===== src/rtl/alu_result_stage_pkg.sv =====
// alu_result_stage_pkg: flag bit positions and skid buffer state encoding shared by the result stage
package alu_result_stage_pkg;
   localparam int FLAG_N = 3;
   localparam int FLAG_V = 2;
   localparam int FLAG_Z = 1;
   localparam int FLAG_C = 0;
   typedef enum logic [1:0] {EMPTY = 2'd0, ONE = 2'd1, FULL = 2'd2} buf_state_t;
endpackage


===== src/rtl/skid_buf2.sv =====
// skid_buf2: 2-entry in-order FIFO whose in_ready is registered, so it never depends on out_ready
module skid_buf2
   import alu_result_stage_pkg::*;
#(
   parameter int W = 32
) (
   input  logic         clk,
   input  logic         rst_n,
   input  logic         in_valid,
   output logic         in_ready,
   input  logic [W-1:0] in_data,
   output logic         out_valid,
   input  logic         out_ready,
   output logic [W-1:0] out_data
);
   buf_state_t state, state_nx;
   logic [W-1:0] d0, d1;
   logic rdy, push, pop;
   assign push = in_valid & rdy;
   assign pop = (state != EMPTY) & out_ready;
   assign in_ready = rdy;
   assign out_valid = state != EMPTY;
   assign out_data = d0;
   always_comb begin
      state_nx = state;
      case (state)
         EMPTY:   state_nx = push ? ONE : EMPTY;
         ONE:     state_nx = (push && !pop) ? FULL : (pop && !push) ? EMPTY : ONE;
         FULL:    state_nx = pop ? ONE : FULL;
         default: state_nx = EMPTY;
      endcase
   end
   // d0 always holds the oldest entry; rdy stays low through reset and rises on the first edge after
   always_ff @(posedge clk or negedge rst_n) begin
      if (!rst_n) begin
         state <= EMPTY;
         rdy   <= 1'b0;
         d0    <= '0;
         d1    <= '0;
      end else begin
         state <= state_nx;
         rdy   <= state_nx != FULL;
         if (push && (state == EMPTY || pop)) d0 <= in_data;
         else if (pop) d0 <= d1;
         if (push && state == ONE && !pop) d1 <= in_data;
      end
   end
endmodule


===== src/rtl/alu_result_stage.sv =====
// alu_result_stage: buffers ALU results, keeps the {N,V,Z,C} flag register with chained-Z support,
// and counts accepted results
module alu_result_stage
   import alu_result_stage_pkg::*;
#(
   parameter int n  = 31,
   parameter int CW = 16
) (
   input  logic          clk,
   input  logic          rst_n,
   input  logic          in_valid,
   output logic          in_ready,
   input  logic [n:0]    do_in,
   input  logic          N_in,
   input  logic          V_in,
   input  logic          Z_in,
   input  logic          C_in,
   input  logic          flag_we,
   input  logic          chain,
   output logic          out_valid,
   input  logic          out_ready,
   output logic [n:0]    out_data,
   output logic [3:0]    flags,
   output logic          cin_fb,
   output logic [CW-1:0] op_count
);
   logic acc;
   assign acc = in_valid & in_ready;
   assign cin_fb = flags[FLAG_C];
   skid_buf2 #(.W(n + 1)) u_buf (
      .clk      (clk),
      .rst_n    (rst_n),
      .in_valid (in_valid),
      .in_ready (in_ready),
      .in_data  (do_in),
      .out_valid(out_valid),
      .out_ready(out_ready),
      .out_data (out_data)
   );
   // a chained upper word only keeps Z set if every lower word was zero too
   always_ff @(posedge clk or negedge rst_n) begin
      if (!rst_n) begin
         flags    <= '0;
         op_count <= '0;
      end else begin
         if (acc) op_count <= op_count + CW'(1);
         if (acc && flag_we) begin
            flags[FLAG_N] <= N_in;
            flags[FLAG_V] <= V_in;
            flags[FLAG_Z] <= Z_in & (~chain | flags[FLAG_Z]);
            flags[FLAG_C] <= C_in;
         end
      end
   end
endmodule


===== config.mk =====
export PLATFORM = sky130hd
export DESIGN_NAME = alu_result_stage
export DESIGN_NICKNAME = d
export VERILOG_FILES = /design/src/rtl/alu_result_stage_pkg.sv /design/src/rtl/skid_buf2.sv /design/src/rtl/alu_result_stage.sv
export SDC_FILE = /design/constraint.sdc
export NUM_CORES = 1
export LEC_CHECK = 0
export CAP_MARGIN = 10
export CORE_MARGIN = 2
export CORE_UTILIZATION = 44
export CTS_CLUSTER_DIAMETER = 40
export DETAILED_ROUTE_END_ITERATION = 12
export GPL_ROUTABILITY_DRIVEN = 0
export PLACE_DENSITY_LB_ADDON = 0.08
export SLEW_MARGIN = 20
export SYNTH_ARGS = -nofsm -noshare
export SYNTH_HDL_FRONTEND = slang
export SYNTH_SLANG_ARGS = --single-unit
export TNS_END_PERCENT = 1

===== constraint.sdc =====
create_clock -name clk -period 1.5 [get_ports clk]
set_clock_uncertainty 0.15 [all_clocks]
set_input_delay 0.3 -clock clk [delete_from_list [all_inputs] [get_ports clk]]
set_output_delay 0.3 -clock clk [all_outputs]
set_load 0.02 [all_outputs]

# == Word level (Yosys, flattened, before mapping) ==
# Cells that the tools add are included.
# word_totals
output_inout_bits,55
input_bits,42
word_cells,34
ff_bits,87
# classes
n_addsub,1
n_mux,7
n_eq_ne,3
reduce_logical,12
n_bitwise,5
# op_table
op,n
$mux 32,2
$add 16x1->16 const B,1
$logic_and 1x1->1,6
$pmux 2 s3,1
$mux 2,2
$reduce_bool 2->1,2
$and 1x1->1,3
$eq 2x1->1 const B,1
$eq 2x2->1 const B,1
$logic_not 1->1,2
$logic_not 2->1,1
$mux 1,2
$ne 2x2->1 const B,1
$logic_or 1x1->1,1
$not 1->1,1
$or 1x1->1,1

# == Longest topological paths before layout ==
# Gate-level depths: netlist of the first run.
# logic_depth
ltp_word,7
ltp_mapped,7
ltp_nobuf,5

# == Modules after synthesis ==
# Synthesis of the first run repeated with hierarchy kept, for this count alone.
# unflattened
hier_cells,339
area_unflattened_um2,3896.2
# modules_own_cells
mod,instances,area_each_um2,seq_area_each_um2,cells_per_inst
skid_buf2,1,3011.6,1676.6,271
alu_result_stage,1,884.6,500.5,68

# == Worst setup path before layout of the first run ==
# No wires, ideal clock.
# synth_path
path_type,register -> register
start,"register u_buf.rdy, in the netlist u_buf.in_ready"
end,register u_buf.d1[0]
path_buffers,2
stages_incl_launch_ff,8
arrival_ns,1.478
setup_time_ns,0.125
required_time_ns,1.225
synth_period_minus_slack_ns,1.753
slack_ns,-0.253
cell_sequence,dfrtp_1 nand2_4 inv_4 buf_12 nand2_4 nor2_8 buf_12 mux2_4
# synth_via
elab_chain_cells,3
# synth_lines
item,line,rtl
start: declaration,skid_buf2.sv:18,"logic rdy, push, pop;"
start signal: assignment,skid_buf2.sv:37,rdy <= 1'b0;
start signal: assignment,skid_buf2.sv:42,rdy <= state_nx != FULL;
$and 1x1->1,n/a,
via acc,alu_result_stage.sv:27,logic acc;
$logic_and 1x1->1 (2 in series),skid_buf2.sv:45,if (push && state == ONE && !pop) d1 <= in_data;
end signal: assignment,skid_buf2.sv:45,
end: declaration,skid_buf2.sv:17,"logic [W-1:0] d0, d1;"
# The timed path passes the listed nets, and every way through them passes these cells.
# A chain may end at the register's enable or synchronous reset.

# == Final worst setup path of the first run ==
# layout_path
start,register u_buf.state[1]
end,register u_buf.d1[20]
# layout_via
elab_chain_cells,4
word_cells_on_any_way,6
cone_classes,1 x eq/ne; 1 x bitwise; 4 x reduce/logical
# layout_lines
item,line,rtl
start: declaration,skid_buf2.sv:16,"buf_state_t state, state_nx;"
start signal: assignment,skid_buf2.sv:41,state <= state_nx;
$reduce_bool 2->1,skid_buf2.sv:20,assign pop = (state != EMPTY) & out_ready;
$and 1x1->1,skid_buf2.sv:20,
$logic_not 1->1,skid_buf2.sv:45,
$logic_and 1x1->1 (*),skid_buf2.sv:45,
# Mark *: on every way between the ends. The rest lies on a longest branch, timed or not.

==> results of run 1 <==
## through the flow
step           TNS (ns)  total power, mW  std cells
2_1_floorplan     -5.34             6.97        304
3_3_place_gp     -34.97             9.05        520
3_5_place_dp     -34.32             9.15        520
4_1_cts           -4.92             10.8        537
5_1_grt           -9.48             11.3        538
6_report          -4.61             10.6        538
## sequential cells by signal (all words and copies together) (netlist names)
name / flops
u_buf.state: 2
flags: 4
u_buf.in_ready: 1
op_count: 16
u_buf.d1: 32
u_buf.out_data: 32
## metal layers
layer	vias up	part of all wire
met5	-	0
met4	0	0.014
met3	9	0.048
met2	75	0.46
met1	1279	0.48
li1	1325	-
## kinds of logic after synthesis
| family | after synthesis | share of synthesized area |
|---|---|---|
| AO/OA/AOI/OAI | 72 | 0.115 |
| XOR/XNOR | 15 | 0.0347 |
| adder cells (fa/ha/maj) | 2 | 0.00660 |
| buffers and inverters | 19 | 0.0419 |
| flip-flops | 87 | 0.574 |
| multiplexers | 35 | 0.134 |
| AND/OR/NAND/NOR | 74 | 0.0941 |
## power by group
| part | total, mW | switching, mW | leakage (nW) | internal (mW) |
|---|---|---|---|---|
| Clock | 1.80 | 0.814 | 0.110 | 0.985 |
| Combinational | 4.79 | 2.43 | 1.20 | 2.36 |
| Sequential | 3.97 | 0.596 | 1.07 | 3.37 |
## worst max-delay path by stage
stage / startpoint / endpoint / cells after the start
6_report: u_buf.state[1] / u_buf.d1[20] / 5
2_1_floorplan: u_buf.in_ready / u_buf.d1[0] / 7
5_1_grt: u_buf.state[1] / u_buf.d1[23] / 5
4_1_cts: u_buf.state[0] / out_valid / 3
3_5_place_dp: in_valid / u_buf.out_data[7] / 8
3_3_place_gp: in_valid / u_buf.d1[19] / 7
## cells in the final DEF (no fill, tap or decap), types with 10 or more instances in the layout
| master | instances |
|---|---|
| buf_2 | 12 |
| clkbuf_2 | 28 |
| dfrtp_1 | 86 |
| buf_4 | 26 |
| xnor2_1 | 10 |
| mux2_4 | 32 |
| nand2_1 | 43 |
| o22ai_1 | 32 |
| o21ai_1 | 30 |
| clkdlybuf4s50_1 | 39 |
| clkbuf_8 | 10 |
## area by class of cell
cell class | instances | share of cell area
repair buffers | 130 | 0.217
flip-flops and latches | 87 | 0.424
clock buffers | 11 | 0.0275
multi-input cells | 198 | 0.288
clock inverters | 5 | 0.0158
well taps | 105 | 0.0256
inverters | 2 | 0.00195
## critical path: stages, from the launching register on
cell and delay, ns:
dfrtp_1 0.41, and2b_4 0.27, nand2_4 0.06, nor2_8 0.11
buf_12 0.19, mux2_4 0.32
## timing repair
action | 4_1_cts | 5_1_grt
pin swaps | 4 | 2
setup endpoints to repair | 124 | 113
buffers inserted | 0 | 1
hold buffers | 1 | 0
resized for setup | 162 | 46
endpoints found under the hold margin | 87 | 0
==> impl_results.md, run 1 <==
- Unrepaired setup endpoints after global routing: true
- Met2 track utilization from global routing: 0.275
- Number of max-cap violations: 0
- Total power density per cell area: 2060 nW/µm²
- Gate count of the mapped netlist: 304
- Category of the critical setup timing path: reg -> reg
- Net total in the final layout: 472
- Critical path peak fanout: 16
- HPWL Detailed: 5.49 mm
- Total area of sequential cells: 2180 µm²
- Average routed wire per standard cell: 14.9 µm
- Pin slew with the least headroom to its limit: 0.459 ns
- Routed wire length: 8.04 mm
- Final design utilization: 0.619
- Met3 Track Usage GR: 0.0397
- Max frequency: 612 MHz
- Violations in the final reports: setup timing
- Total cell area at the placement stage: 5060 µm²
- Via density per instance: 5.00
- Clock Latency Late Sink: 0.34 ns
- Syn_area_per_cell: 12.5 µm²
- Most instantiated cells after synthesis: dfrtp_1, nand2_1, o22ai_1, mux2_4, o21ai_0
- Critical path capture point type: flip-flop
- Initial core utilization: 0.457
- Max IR drop VDD: 1.04 mV
- Type of the tightest min-delay check: in -> async
- Number of DRC violations after detailed-routing iteration 0: 115
- Count leader, synth: dfrtp_1
- Share of async-settable or async-resettable flops after synthesis: 1.00
- Remaining antenna violation count: 0
- Multi-input gate area: 1480 µm²
- Site Rows: 33
- Initial antenna violation count: 0
- Yosys top cell by area: dfrtp_1
- Fraction of synthesized cell area taken by the top area cell type: 0.574
- Root Buffer Master: clkbuf_8
- Length of the first detailed-routing pass in iterations: 4
- Cell area after synthesis: 3790 µm²
- DR vias: 2688
- Diodes inserted: 0
- Post-route cell area: 5140 µm²
- Result of the run: complete, but fails checks
- Final Hold Viols: 0
- Wire length of the first global-routing pass: 13.9 mm
- Total global routing overflow: 0
- Number of storage elements in the synthesis netlist: 87
- Busiest layer in global routing: met2
- Pin count of the biggest net entering global routing: 53
- Floorplan core area: 8300 µm²
- Worst hold-check slack: 0.328 ns
- CTS Sinks: 87
- Buffers added on ports: 96
- Clock tree from TritonCTS: done
- Clock buffer count from CTS: 9
- Final critical delay including setup and external delays: 1.63 ns
- Area grow syn2layout: 35.5%
- Critical Path RT: 1.57 ns
- Placement-stage worst setup slack: -0.486 ns
- Flip-flop cell with the highest count after synthesis: dfrtp_1
- Final setup margin: -0.134 ns
- Syn_nets: 348
- DRC: 0
- Global routing met1 resource utilization: 0.258
- Leakage power figure: 2.38 nW
- Fillcell total: 698
- Sequential cell area fraction in the yosys report: 0.574
- Slack of the worst reg-to-reg path: -0.13 ns
- Yosys cell types: 31
- Worst-case clock buffer depth: 2
- Ratio of final minimum period to clock period: 1.09
- Floorplan die width: 96.8 µm
- Deepest level of the CTS H-tree: 3
- Number of global-route vias before repair: 2780
- Area enclosed by the die boundary: 9380 µm²
- Vertical die dimension: 96.8 µm
- Number of enable flip-flop cells after synthesis: 0
- Number of top-level pins: 97
- Worst slew margin relative to its limit: 0.694
- Worst path arrival time: 1.71 ns
- Terminus of the critical flop-to-flop path: u_buf.d1[20]
- Register clock-pin slew on the reported worst setup and hold paths: 0.09 ns
- Worst r2r src: u_buf.state[1]
- Yosys synthesis warning count: 0
- Final max-slew violation count: 0
- Worst Reg-to-Reg Cells: 5
- Setup violation total in the final timing report: 66
- Ranking of synthesized cells by area: dfrtp_1, mux2_4, o22ai_1
- Nature of the critical path startpoint: flip-flop
- Overall Global Routing Usage: 0.182
- Share of final-layout standard cells stronger than drive strength 1: 0.337
Power figures use the tool's default switching activity.
==> run 2: changes to the inputs <==
--- a/config.mk
+++ b/config.mk
@@ -5,13 +5,15 @@
 export SDC_FILE = /design/constraint.sdc
 export NUM_CORES = 1
 export LEC_CHECK = 0
+export ABC_AREA = 1
 export CAP_MARGIN = 10
 export CORE_MARGIN = 2
-export CORE_UTILIZATION = 44
+export CORE_UTILIZATION = 45
 export CTS_CLUSTER_DIAMETER = 40
 export DETAILED_ROUTE_END_ITERATION = 12
 export GPL_ROUTABILITY_DRIVEN = 0
 export PLACE_DENSITY_LB_ADDON = 0.08
+export SKIP_CTS_REPAIR_TIMING = 1
 export SLEW_MARGIN = 20
 export SYNTH_ARGS = -nofsm -noshare
 export SYNTH_HDL_FRONTEND = slang
==> run 2 against run 1 <==
Effect of this change: the flow still finishes with violations (setup timing); register-to-register slack gained 0.17 ns; final cell count grew 38%; sequential share of layout area shrank 4.3 points; first-iteration DRC count shrank 1.7%; clock power shrank 20%; non-clock buffer count is the same; critical endpoint is now out_valid; largest cell class unchanged.
==> impl_results.md, run 2 <==
- Count leader, synth: nand2_1
- Number of cells in the design after placement: 725 (+39%)
- Final Hold Viols: 0 (unchanged)
- Total length of routed met2 wires: 4.60 mm (+24%)
- Flip-flop cell with the highest count after synthesis: dfrtp_1
- Violations in the final reports: setup timing
- Yosys top cell by area: dfrtp_1
- Worst Reg-to-Reg Cells: 7 (+2)
- Final max-slew violation count: 0 (unchanged)
- Number of max-cap violations: 0 (unchanged)
- Type of the tightest min-delay check: in -> reg
- Clock tree from TritonCTS: done
- Total power density per cell area: 1850 nW/µm² (-10%)
- Nature of the critical path startpoint: flip-flop
- Cell area after synthesis: 4070 µm² (+7.3%)
- Final setup margin: -0.0603 ns (+0.0732 ns)
- Start point of the critical path: u_buf.state[0]
- Clock buffer count from CTS: 9 (unchanged)
- Remaining antenna violation count: 0 (unchanged)
- Site Rows: 34 (+3.0%)
- DR vias: 3559 (+32%)
- Leakage power figure: 3.54 nW (+49%)
- Pin count of the biggest net entering global routing: 55 (+3.8%)
- Number of DRC violations after detailed-routing iteration 0: 113 (-1.7%)
- Diodes inserted: 0 (unchanged)
- Via density per instance: 4.80 (-3.9%)
- Most common cell after layout, fill and taps aside: nand2_1
- Most used cells in the layout excluding fill and tap cells: nand2_1, dfrtp_1, inv_1, nand3_1, dlymetal6s2s_1
- Area enclosed by the die boundary: 9810 µm² (+4.7%)
- Adder-cell area share of the yosys netlist: 0.00615 (-0.000447)
- Met3 Wirelength: 483 µm (+24%)
- Max IR drop VDD: 0.953 mV (-8.4%)
- Max frequency: 641 MHz (+4.7%)
- Largest family of logic cells by synthesized area: simple AND/OR/NAND/NOR gates
- Non-filler instance count after layout: 741 (+38%)
- DRC: 0 (unchanged)
- Worst r2r src: u_buf.state[0]
- Fraction of the mapped netlist area in compound gates: 0.0462 (-0.0687)
- Setup violation total in the final timing report: 1 (-98%)
- Average routed wire per standard cell: 12.9 µm (-13%)
- Worst hold-check slack: 0.220 ns (-0.108 ns)
- Ranking of synthesized cells by area: dfrtp_1, nand2_1, nand3_1
- Length of the first detailed-routing pass in iterations: 4 (unchanged)
- CTS Sinks: 87 (unchanged)
- Initial core utilization: 0.464 (+0.00721)
- Pin slew with the least headroom to its limit: 0.300 ns (-0.159 ns)
- Worst path arrival time: 1.11 ns (-0.60 ns)
- Critical path capture point type: primary output
- Number of top-level pins: 97 (unchanged)
- Result of the run: complete, but fails checks
- Terminus of the critical flop-to-flop path: u_buf.out_data[10]
- Critical path peak fanout: 2 (-14)
- Overall Global Routing Usage: 0.202 (+0.0205)
- Worst slew margin relative to its limit: 0.800 (+0.106)
- Number of instances on the worst hold path: 3
- Number of global-route vias before repair: 3398 (+22%)
- Critical Path RT: 1.05 ns (-0.52 ns)
- Length of routed wiring on met1: 4.42 mm (+15%)
- Fraction of synthesized cell area taken by the top area cell type: 0.535 (-0.0389)
- Slack of the worst reg-to-reg path: 0.04 ns (+0.17 ns)
- Syn_nets: 555 (+59%)
- Number of storage elements in the synthesis netlist: 87 (unchanged)
- Final critical delay including setup and external delays: 1.56 ns (-0.0732 ns)
- Worst-case clock buffer depth: 2 (unchanged)
- Yosys synthesis warning count: 0 (unchanged)
- Routed wire length: 9.59 mm (+19%)
- Sequential cell area fraction in the yosys report: 0.535 (-0.0389)
- Top layer used by detailed routing: met4
- Initial antenna violation count: 0 (unchanged)
- Buffers added on ports: 96 (unchanged)
- Multiplexer share of the synthesized area: 0 (-0.134)
- Clock Latency Late Sink: 0.35 ns (about the same)
- Floorplan core area: 8760 µm² (+5.6%)
- Vertical die dimension: 99.1 µm (+2.3%)
- Unrepaired setup endpoints after global routing: true
- Wire length of the first global-routing pass: 16.0 mm (+15%)
- Net total in the final layout: 673 (+43%)
- Basic-gate share of the synthesized area counting and, or, nand and nor cells: 0.287 (+0.193)
- Area grow syn2layout: 40.5%
- Ratio of final minimum period to clock period: 1.04 (-0.0488)
- Category of the critical setup timing path: reg -> out
- Xor and xnor fraction of the mapped netlist area: 0.0215 (-0.0131)
- Hold Path Sink: op_count[0]
- Root Buffer Master: clkbuf_8
- Source of the worst hold timing path: in_valid
- Deepest level of the CTS H-tree: 3 (unchanged)
- Total global routing overflow: 0 (unchanged)
- Register clock-pin slew on the reported worst setup and hold paths: 0.07 ns (-0.02 ns)
- Number of enable flip-flop cells after synthesis: 0 (unchanged)
- HPWL Detailed: 6.60 mm (+20%)
- Syn_area_per_cell: 7.96 µm² (-36%)
- Share of final-layout standard cells stronger than drive strength 1: 0.115 (-0.222)
- Gate count of the mapped netlist: 511 (+68%)
- Most instantiated cells after synthesis: nand2_1, dfrtp_1, inv_1, nand3_1, o21ai_1
- Yosys cell types: 23 (-26%)
- Share of async-settable or async-resettable flops after synthesis: 1.00 (unchanged)
- Floorplan die width: 99.1 µm (+2.3%)
==> run 2: metrics by stage <==
step | cell area (µm²) | total power, mW | setup WS (ns) | TNS (ns) | utilization
3_3_place_gp | 5380 | 9.09 | -0.358 | -24.49 | 0.614
2_1_floorplan | 4100 | 7.01 | -0.0393 | -0.0491 | -
6_report | 5710 | 10.6 | -0.0603 | -0.0603 | 0.652
5_1_grt | 5710 | 11.4 | -0.118 | -0.559 | 0.652
4_1_cts | 5550 | 10.7 | -0.468 | -16.29 | 0.633
3_5_place_dp | 5380 | 9.26 | -0.405 | -28.02 | 0.614
==> run 2: worst max path at each step <==
stage | end | slack [ns]
CTS | out_valid | -0.47
global route | out_valid | -0.12
floorplan | u_buf.in_ready | -0.04
finish | out_valid | -0.06
global placement | u_buf.out_data[14] | -0.36
detailed placement | u_buf.d1[16] | -0.40
==> run 2: kinds of logic after synthesis <==
kind of cell,Yosys count
XOR/XNOR,10
AND/OR/NAND/NOR,273
buffers and inverters,103
adder cells (fa/ha/maj),2
flip-flops,87
AO/OA/AOI/OAI,36
==> run 2: area by class of cell <==
cell class	instances	area [µm²]
Sequential cell	87	2180
Multi-Input combinational cell	321	1510
Tap cell	108	135
Inverter	80	308
Clock buffer	11	141
Fill cell	766	3050
Timing Repair Buffer	130	1410
Clock inverter	4	22.5
==> run 2: layer usage <==
metal  global-route usage  vias up
met4               0.0632        0
met3               0.0482        9
met5                    0        -
met1                0.275     1657
met2                0.322       91
li1                     -     1802
==> run 2: report_power, final <==
part,internal [mW],total [mW],switching [mW]
Sequential,3.32,3.90,0.577
Combinational,2.23,5.22,2.99
Clock,0.631,1.44,0.806
Total,6.19,10.6,4.38
==> run 2: worst max-delay path, cell delays in order (launching register included) <==
cell and delay (ns):
dfrtp_1 0.42, nor2_4 0.13, inv_2 0.06, clkbuf_2 0.15
